$ cat src/rtl/shift_issue_stage.sv
// Two-stage valid/ready issue stage feeding an external 32-bit logical shifter.
// Optional macro SHIFT_ARITH_EN enables sign fill for shra/shrav.
module shift_issue_stage (
  input  logic        clk,
  input  logic        rst,
  input  logic        in_valid,
  output logic        in_ready,
  input  logic [2:0]  in_op,
  input  logic [31:0] in_rs,
  input  logic [31:0] in_rt,
  input  logic [4:0]  in_shamt,
  input  logic [4:0]  in_rd,
  output logic [31:0] sh_inp,
  output logic [4:0]  sh_shamt,
  output logic        sh_dir,
  input  logic [31:0] sh_out,
  output logic        out_valid,
  input  logic        out_ready,
  output logic [31:0] out_result,
  output logic [4:0]  out_rd,
  output logic        out_carry,
  output logic        out_zero,
  output logic        out_sign,
  output logic        out_illegal
);

  logic        valid_a, valid_b;
  logic [31:0] a_inp;
  logic [4:0]  a_shamt, a_rd;
  logic        a_dir, a_carry, a_illegal;
`ifdef SHIFT_ARITH_EN
  logic        a_arith;
  logic        dec_arith;
`endif

  logic [4:0]  dec_amt, lidx, ridx;
  logic        dec_dir, dec_ill, dec_carry;
  logic [31:0] res_b;
  logic        a_load, b_load;

  always_comb begin
    dec_ill = (in_op[1:0] == 2'b11);
    dec_amt = in_op[2] ? in_rt[4:0] : in_shamt;
    if (dec_ill) dec_amt = 5'd0;
    dec_dir = (in_op[1:0] == 2'b00);
    // 0 - n wraps to 32 - n for n in 1..31
    lidx = 5'd0 - dec_amt;
    ridx = dec_amt - 5'd1;
    dec_carry = 1'b0;
    if (dec_amt != 5'd0) dec_carry = dec_dir ? in_rs[lidx] : in_rs[ridx];
`ifdef SHIFT_ARITH_EN
    dec_arith = (in_op[1:0] == 2'b10);
`endif
  end

  always_comb begin
    res_b = sh_out;
`ifdef SHIFT_ARITH_EN
    if (a_arith && a_inp[31]) res_b = sh_out | ~(32'hFFFF_FFFF >> a_shamt);
`endif
  end

  assign in_ready = !valid_a || !valid_b || out_ready;
  assign a_load   = in_valid && in_ready;
  assign b_load   = valid_a && (!valid_b || out_ready);

  assign sh_inp    = a_inp;
  assign sh_shamt  = a_shamt;
  assign sh_dir    = a_dir;
  assign out_valid = valid_b;

  always_ff @(posedge clk) begin
    if (rst) begin
      valid_a     <= 1'b0;
      valid_b     <= 1'b0;
      a_inp       <= '0;
      a_shamt     <= '0;
      a_dir       <= 1'b0;
      a_rd        <= '0;
      a_carry     <= 1'b0;
      a_illegal   <= 1'b0;
`ifdef SHIFT_ARITH_EN
      a_arith     <= 1'b0;
`endif
      out_result  <= '0;
      out_rd      <= '0;
      out_carry   <= 1'b0;
      out_zero    <= 1'b0;
      out_sign    <= 1'b0;
      out_illegal <= 1'b0;
    end else begin
      if (a_load) begin
        valid_a   <= 1'b1;
        a_inp     <= in_rs;
        a_shamt   <= dec_amt;
        a_dir     <= dec_dir;
        a_rd      <= in_rd;
        a_carry   <= dec_carry;
        a_illegal <= dec_ill;
`ifdef SHIFT_ARITH_EN
        a_arith   <= dec_arith;
`endif
      end else if (b_load) begin
        valid_a <= 1'b0;
      end

      // B only changes on a load, so outputs hold steady under stall
      if (b_load) begin
        valid_b     <= 1'b1;
        out_result  <= res_b;
        out_rd      <= a_rd;
        out_carry   <= a_carry;
        out_zero    <= (res_b == 32'd0);
        out_sign    <= res_b[31];
        out_illegal <= a_illegal;
      end else if (out_ready) begin
        valid_b <= 1'b0;
      end
    end
  end

endmodule

$ cat config.mk
export PLATFORM = sky130hd
export DESIGN_NAME = shift_issue_stage
export DESIGN_NICKNAME = d
export VERILOG_FILES = /design/src/rtl/shift_issue_stage.sv
export SDC_FILE = /design/constraint.sdc
export NUM_CORES = 1
export LEC_CHECK = 0
export CORE_ASPECT_RATIO = 0.6
export CORE_MARGIN = 2
export CORE_UTILIZATION = 40
export DETAILED_ROUTE_END_ITERATION = 8
export GPL_TIMING_DRIVEN = 0
export PLACE_DENSITY_LB_ADDON = 0.12
export SLEW_MARGIN = 0
export SYNTH_ARGS = -nofsm -noshare
export SYNTH_HDL_FRONTEND = slang
export SYNTH_SLANG_ARGS = --single-unit
export TNS_END_PERCENT = 10
$ cat constraint.sdc
create_clock -name clk -period 4.8 [get_ports clk]
set_input_delay 0.72 -clock clk [delete_from_list [all_inputs] [get_ports clk]]
set_output_delay 0.72 -clock clk [all_outputs]
set_load 0.03 [all_outputs]
* Yosys cells after proc, flatten, opt, wreduce, memory -nomap -nowiden
Cells that the tools add are included.
** Storage, ports and cells
- Register bits :: 88
- Output and inout port bits :: 81
- Word-level logic and storage cells :: 43
** Operators by class
- $add $sub $neg :: 2
- Order comparisons :: 2
- Equality and inequality tests :: 1
- Multiplexer cells :: 12
- Reduce and logical (&&, ||, !) cells :: 12
** Operator list (number)
- $logic_not 32->1 :: 1
- $lt 5x6->1 const B :: 2
- $bmux 1 s5 :: 2
- $mux 5 :: 2
- $mux 1 :: 8
- $reduce_bool 5->1 :: 1
- $sub 1x5->5 const A :: 1
- $sub 5x1->5 const B :: 1
- $reduce_bool 2->1 :: 2
- $logic_or 1x1->1 :: 3
- $eq 2x2->1 const B :: 1
- $logic_and 1x1->1 :: 2
- $logic_not 1->1 :: 2
- $logic_not 2->1 :: 1

* Depth between registers and ports, before layout
- Depth after elaboration :: 7
- Depth in mapped cells :: 12
- Gate-level depth less buffers :: 10

* Worst setup path before layout
Ideal clock, no wire load.
- Path type :: input-to-reg
- Start :: input in_op[2]
- End :: register a_carry
- Data arrival time :: 3.445 ns
- Data required time :: 4.672 ns
- Setup slack :: 1.227 ns
- Cell stages on the path :: 12
- Buffers on the path :: 3
- Cell sequence :: buf_6 mux2i_1 clkbuf_1 nor2_2 inv_1 ha_1 buf_1 mux4_2 mux4_2 nor2b_1 a2111oi_2 o31ai_1
** Between the ends
- Cells in the longest elaborated chain, start to end :: 7
- Elaborated cells between the ends (all ways) :: 11
** Ends and longest elaborated chain
- start: declaration :: line 8 : input logic [2:0] in_op,
- $mux 5 * :: line 43 : dec_amt = in_op[2] ? in_rt[4:0] : in_shamt;
- $mux 5 * :: line 44 : if (dec_ill) dec_amt = 5'd0;
- $sub 5x1->5 / $sub 1x5->5 (equally long branches) :: line 48, 47
- $bmux 1 s5 :: line 50 : if (dec_amt != 5'd0) dec_carry = dec_dir ? in_rs[lidx] : in_rs[ridx];
- $mux 1 (not written as such) :: line 50
- $mux 1 :: line 50
- $mux 1 * :: line 50
- end signal: assignment :: line 98 : a_carry <= dec_carry;
- end: declaration :: line 30 : logic a_dir, a_carry, a_illegal;
Mark *: on every way between the ends. The rest lies on a longest branch, timed or not. The select of a mux whose other input is x is not followed.
A chain may end at the register's enable or synchronous reset.

* Final worst setup path
- Start :: input in_op[0]
- End :: register a_carry
** Between the ends
- Cells in the longest elaborated chain, start to end :: 7
- Elaborated cells between the ends (all ways) :: 12
** Ends and longest elaborated chain
- $eq 2x2->1 :: line 42 : dec_ill = (in_op[1:0] == 2'b11);
- $mux 5 :: line 44
- $sub 5x1->5 / $sub 1x5->5 (equally long branches) :: line 48, 47
- $bmux 1 s5 :: line 50
- $mux 1 (not written as such) :: line 50
- $mux 1 :: line 50
- $mux 1 * :: line 50
Marked as above.

==> results <==
## cell type report
class,instances,area (sq um)
Buffer,36,154
Clock buffer,9,225
Clock inverter,7,62.6
Fill cell,803,3320
Inverter,3,11.3
Multi-Input combinational cell,358,1940
Sequential cell,87,1740
Tap cell,130,163
Timing Repair Buffer,164,1640
## report_power, final
part / switching, mW / total [mW] / internal, mW
combinational: 0.241 / 0.441 / 0.201
clock: 0.320 / 0.684 / 0.364
sequential: 0.0202 / 0.779 / 0.759
total: 0.581 / 1.90 / 1.32
## final timing paths
kind | to | slack (ps) | from | cells after the start
setup / recovery | a_carry | 290 | in_op[0] | 12
hold / removal | a_illegal | 460 | a_illegal | 2
setup reg to reg | sh_inp[19] | 2690 | out_valid | 7
hold reg to reg | a_illegal | 460 | a_illegal | 2
## flip-flops by register name (all words and copies together), names as in the netlist, 5 cells and up
signal,count
a_rd,5
sh_inp,32
out_result,32
out_rd,5
sh_shamt,5
## layer usage
layer | vias to the layer above | track usage | routed length [microns]
li1 | 2017 | - | -
met1 | 1915 | 0.376 | 6410
met2 | 168 | 0.354 | 5220
met3 | 12 | 0.0784 | 1100
met4 | 0 | 0.0564 | 127
met5 | - | 0 | 0
## cells in the final DEF (no fill, tap or decap), drive strengths merged, types with 3 or more instances in the layout
cell / instances
dfxtp: 87
a21oi: 91
or4: 3
o22ai: 3
clkbuf: 38
inv: 8
nor4: 9
o21ai: 3
nand2: 174
mux2i: 8
nor2b: 3
and2: 3
o31ai: 4
nor2: 12
clkdlybuf4s50: 164
a221oi: 3
mux4: 10
buf: 7
nand3: 3
nor3: 6
## metrics by stage
step           hold slack (ps)  utilization
2_1_floorplan              432            -
3_3_place_gp               441        0.610
3_5_place_dp               447        0.610
4_1_cts                    457        0.641
5_1_grt                    474        0.641
6_report                   455        0.641
## synth_stat cells
| cell type | count | area [sq um] |
|---|---|---|
| nor4_1 | 9 | 56.3 |
| a21oi_1 | 91 | 455 |
| inv_1 | 3 | 11.3 |
| o2bb2ai_1 | 1 | 8.76 |
| mux2_1 | 1 | 11.3 |
| a32o_1 | 1 | 10.0 |
| a2bb2oi_1 | 1 | 8.76 |
| nor2_1 | 10 | 37.5 |
| nand4_1 | 2 | 12.5 |
| nor2b_1 | 3 | 18.8 |
| o21ai_1 | 1 | 5.00 |
| o211ai_1 | 2 | 15.0 |
| nand2b_1 | 1 | 6.26 |
| buf_1 | 4 | 15.0 |
| o32a_1 | 1 | 10.0 |
| mux2i_1 | 7 | 70.1 |
| nand3_1 | 3 | 15.0 |
| o21ai_0 | 2 | 10.0 |
| o311ai_1 | 1 | 8.76 |
| nor4bb_1 | 1 | 10.0 |
| nand3b_1 | 1 | 7.51 |
| clkbuf_1 | 29 | 109 |
| a2111oi_2 | 1 | 15.0 |
| a32oi_1 | 1 | 8.76 |
| mux4_2 | 10 | 225 |
| nor3_1 | 6 | 30.0 |
| buf_4 | 1 | 7.51 |
| and2_1 | 3 | 18.8 |
| buf_6 | 2 | 22.5 |
| mux2i_4 | 1 | 22.5 |
| nor2_4 | 1 | 11.3 |
| dfxtp_1 | 87 | 1740 |
| a31oi_1 | 1 | 6.26 |
| nand2_1 | 174 | 653 |
| o22a_1 | 1 | 8.76 |
| or4_1 | 3 | 22.5 |
| mux2_2 | 1 | 11.3 |
| ha_1 | 2 | 25.0 |
| o22ai_1 | 3 | 18.8 |
| nor2_2 | 1 | 6.26 |
| a221oi_1 | 3 | 26.3 |
| o32ai_1 | 1 | 8.76 |
| o31ai_1 | 4 | 30.0 |
| or3_1 | 2 | 12.5 |
## cells by family (layout without fill, tap and decap cells)
logic type	after synthesis	after routing
adders and majority gates	2	2
AOI/OAI and AO/OA	116	116
muxes	20	20
and+or+nand+nor	220	220
DFF	87	87
buffers and inverters	39	219
## tightest hold or removal path, cell delays in order, from the launching register on
cell,delay [ps]
dfxtp_1,310
nand2_1,50
a21oi_1,50
==> results_dict.tcl <==
set metrics [dict create \
    outcome "complete, no violations" \
    via_per_inst 5.18 \
    cts_setup_buffers 0 \
    p_leak_nw 2.12 \
    hold_buffers 0 \
    fin_crit_sh 0.939 \
    finalClockSkew_ps 4.34 \
    cts.sink_count 87 \
    syn_nets 599 \
    grt_usage 0.253 \
    gp_congestion 0.950 \
    cts_max_level 3 \
    worstPathRequired_ps 5030 \
    grt_pass1_vias 3823 \
    synth-compound-area-share 0.170 \
    finalSetupViolations 0 \
    clock_latency_ps 340 \
    core_area_sq_um 9260 \
    fmax_mhz 222 \
    cts_buffers 9 \
    antenna_cells 0 \
    yosysWarnings 0 \
    synth_cell_type_count 44 \
    peakVddDrop_mv 0.207 \
    num_rows 27 \
    firstDrtPassIters 5 \
    drc 0 \
    critPathSlowestCell "clkdlybuf4s50_1" \
    io_buffers 164 \
    wirelength_microns 12900 \
    min_period_ps 4510 \
    synth_top_family_by_area "simple AND/OR/NAND/NOR gates" \
    grt_max_degree 18 \
    synthCells 484 \
    worst_setup_path_end_kind "flop" \
    path_clk_slew_ps 70 \
    fin_ws_ps 291 \
    p_total_mw 1.90 \
    grt_overflow 0 \
    synth-simple-area-share 0.239 \
    startpoint_type "input pin" \
    syn2layout_area_growth_pct 54.4 \
    cts_tree "yes" \
    die_x_microns 131 \
    die_area_sq_um 10400 \
    final-max-slew-violation-count 0 \
    syn_area_per_cell_sq_um 7.94 \
    cp.arrival_ps 4740 \
    power_density_nw_per_um2 321 \
    fin_setup_tns_ps 0 \
    drive_gt1_frac 0.0512 \
    synth_xor_area_frac 0 \
    post_synth_mux_area_share 0.0885 \
    slowest_delay_ps 530 \
    finalNonFillerCells 794 \
    synth_seq_cells 87 \
    post-place-cells 778 \
    clock_path_buffers 2 \
    cpLargestDelayFamily "buffers and inverters" \
    fp.dieH_microns 79.9 \
    ios 194 \
    critPathBufInv 4 \
    dp_slack_ps 19.2 \
    tightest_slew_ps 617 \
    drv_cap 0 \
    wire_per_inst_microns 16.2 \
    yosys.area_share.adder 0.00651 \
    drtIter0Drc 299 \
    grt_pass1_wl_microns 20000 \
    ant_nets 0 \
    synth_area_sq_um 3840 \
    cts_resized 0 \
    final_nets 774 \
    relSlewSlack 0.587 \
    final_cell_area_sq_um 5940 \
    root_buffer "clkbuf_16" \
    placed_area_sq_um 5650 \
    critPathKind "in -> reg" \
    ys_seq_area_frac 0.453 \
    initial_core_util 0.415 \
    rsz0062_at_grt "false" \
    worstHoldPathType "reg -> reg" \
    dr_total_vias 4112 \
    hold_violations 0 \
    crit_top_cell "mux4_2" \
    antenna_found_initial 0 \
    worstPathMaxFanout 10 \
    dp_hpwl_microns 9990 \
    path_cells "clkdlybuf4s50_1 > and2_1 > clkbuf_1 > nor2_2 > inv_1 > ha_1 > buf_1 > mux4_2 > mux4_2 > nor2b_1 > a2111oi_2 > o31ai_1" \
]
No activity file was read; power rests on OpenSTA's default activity.
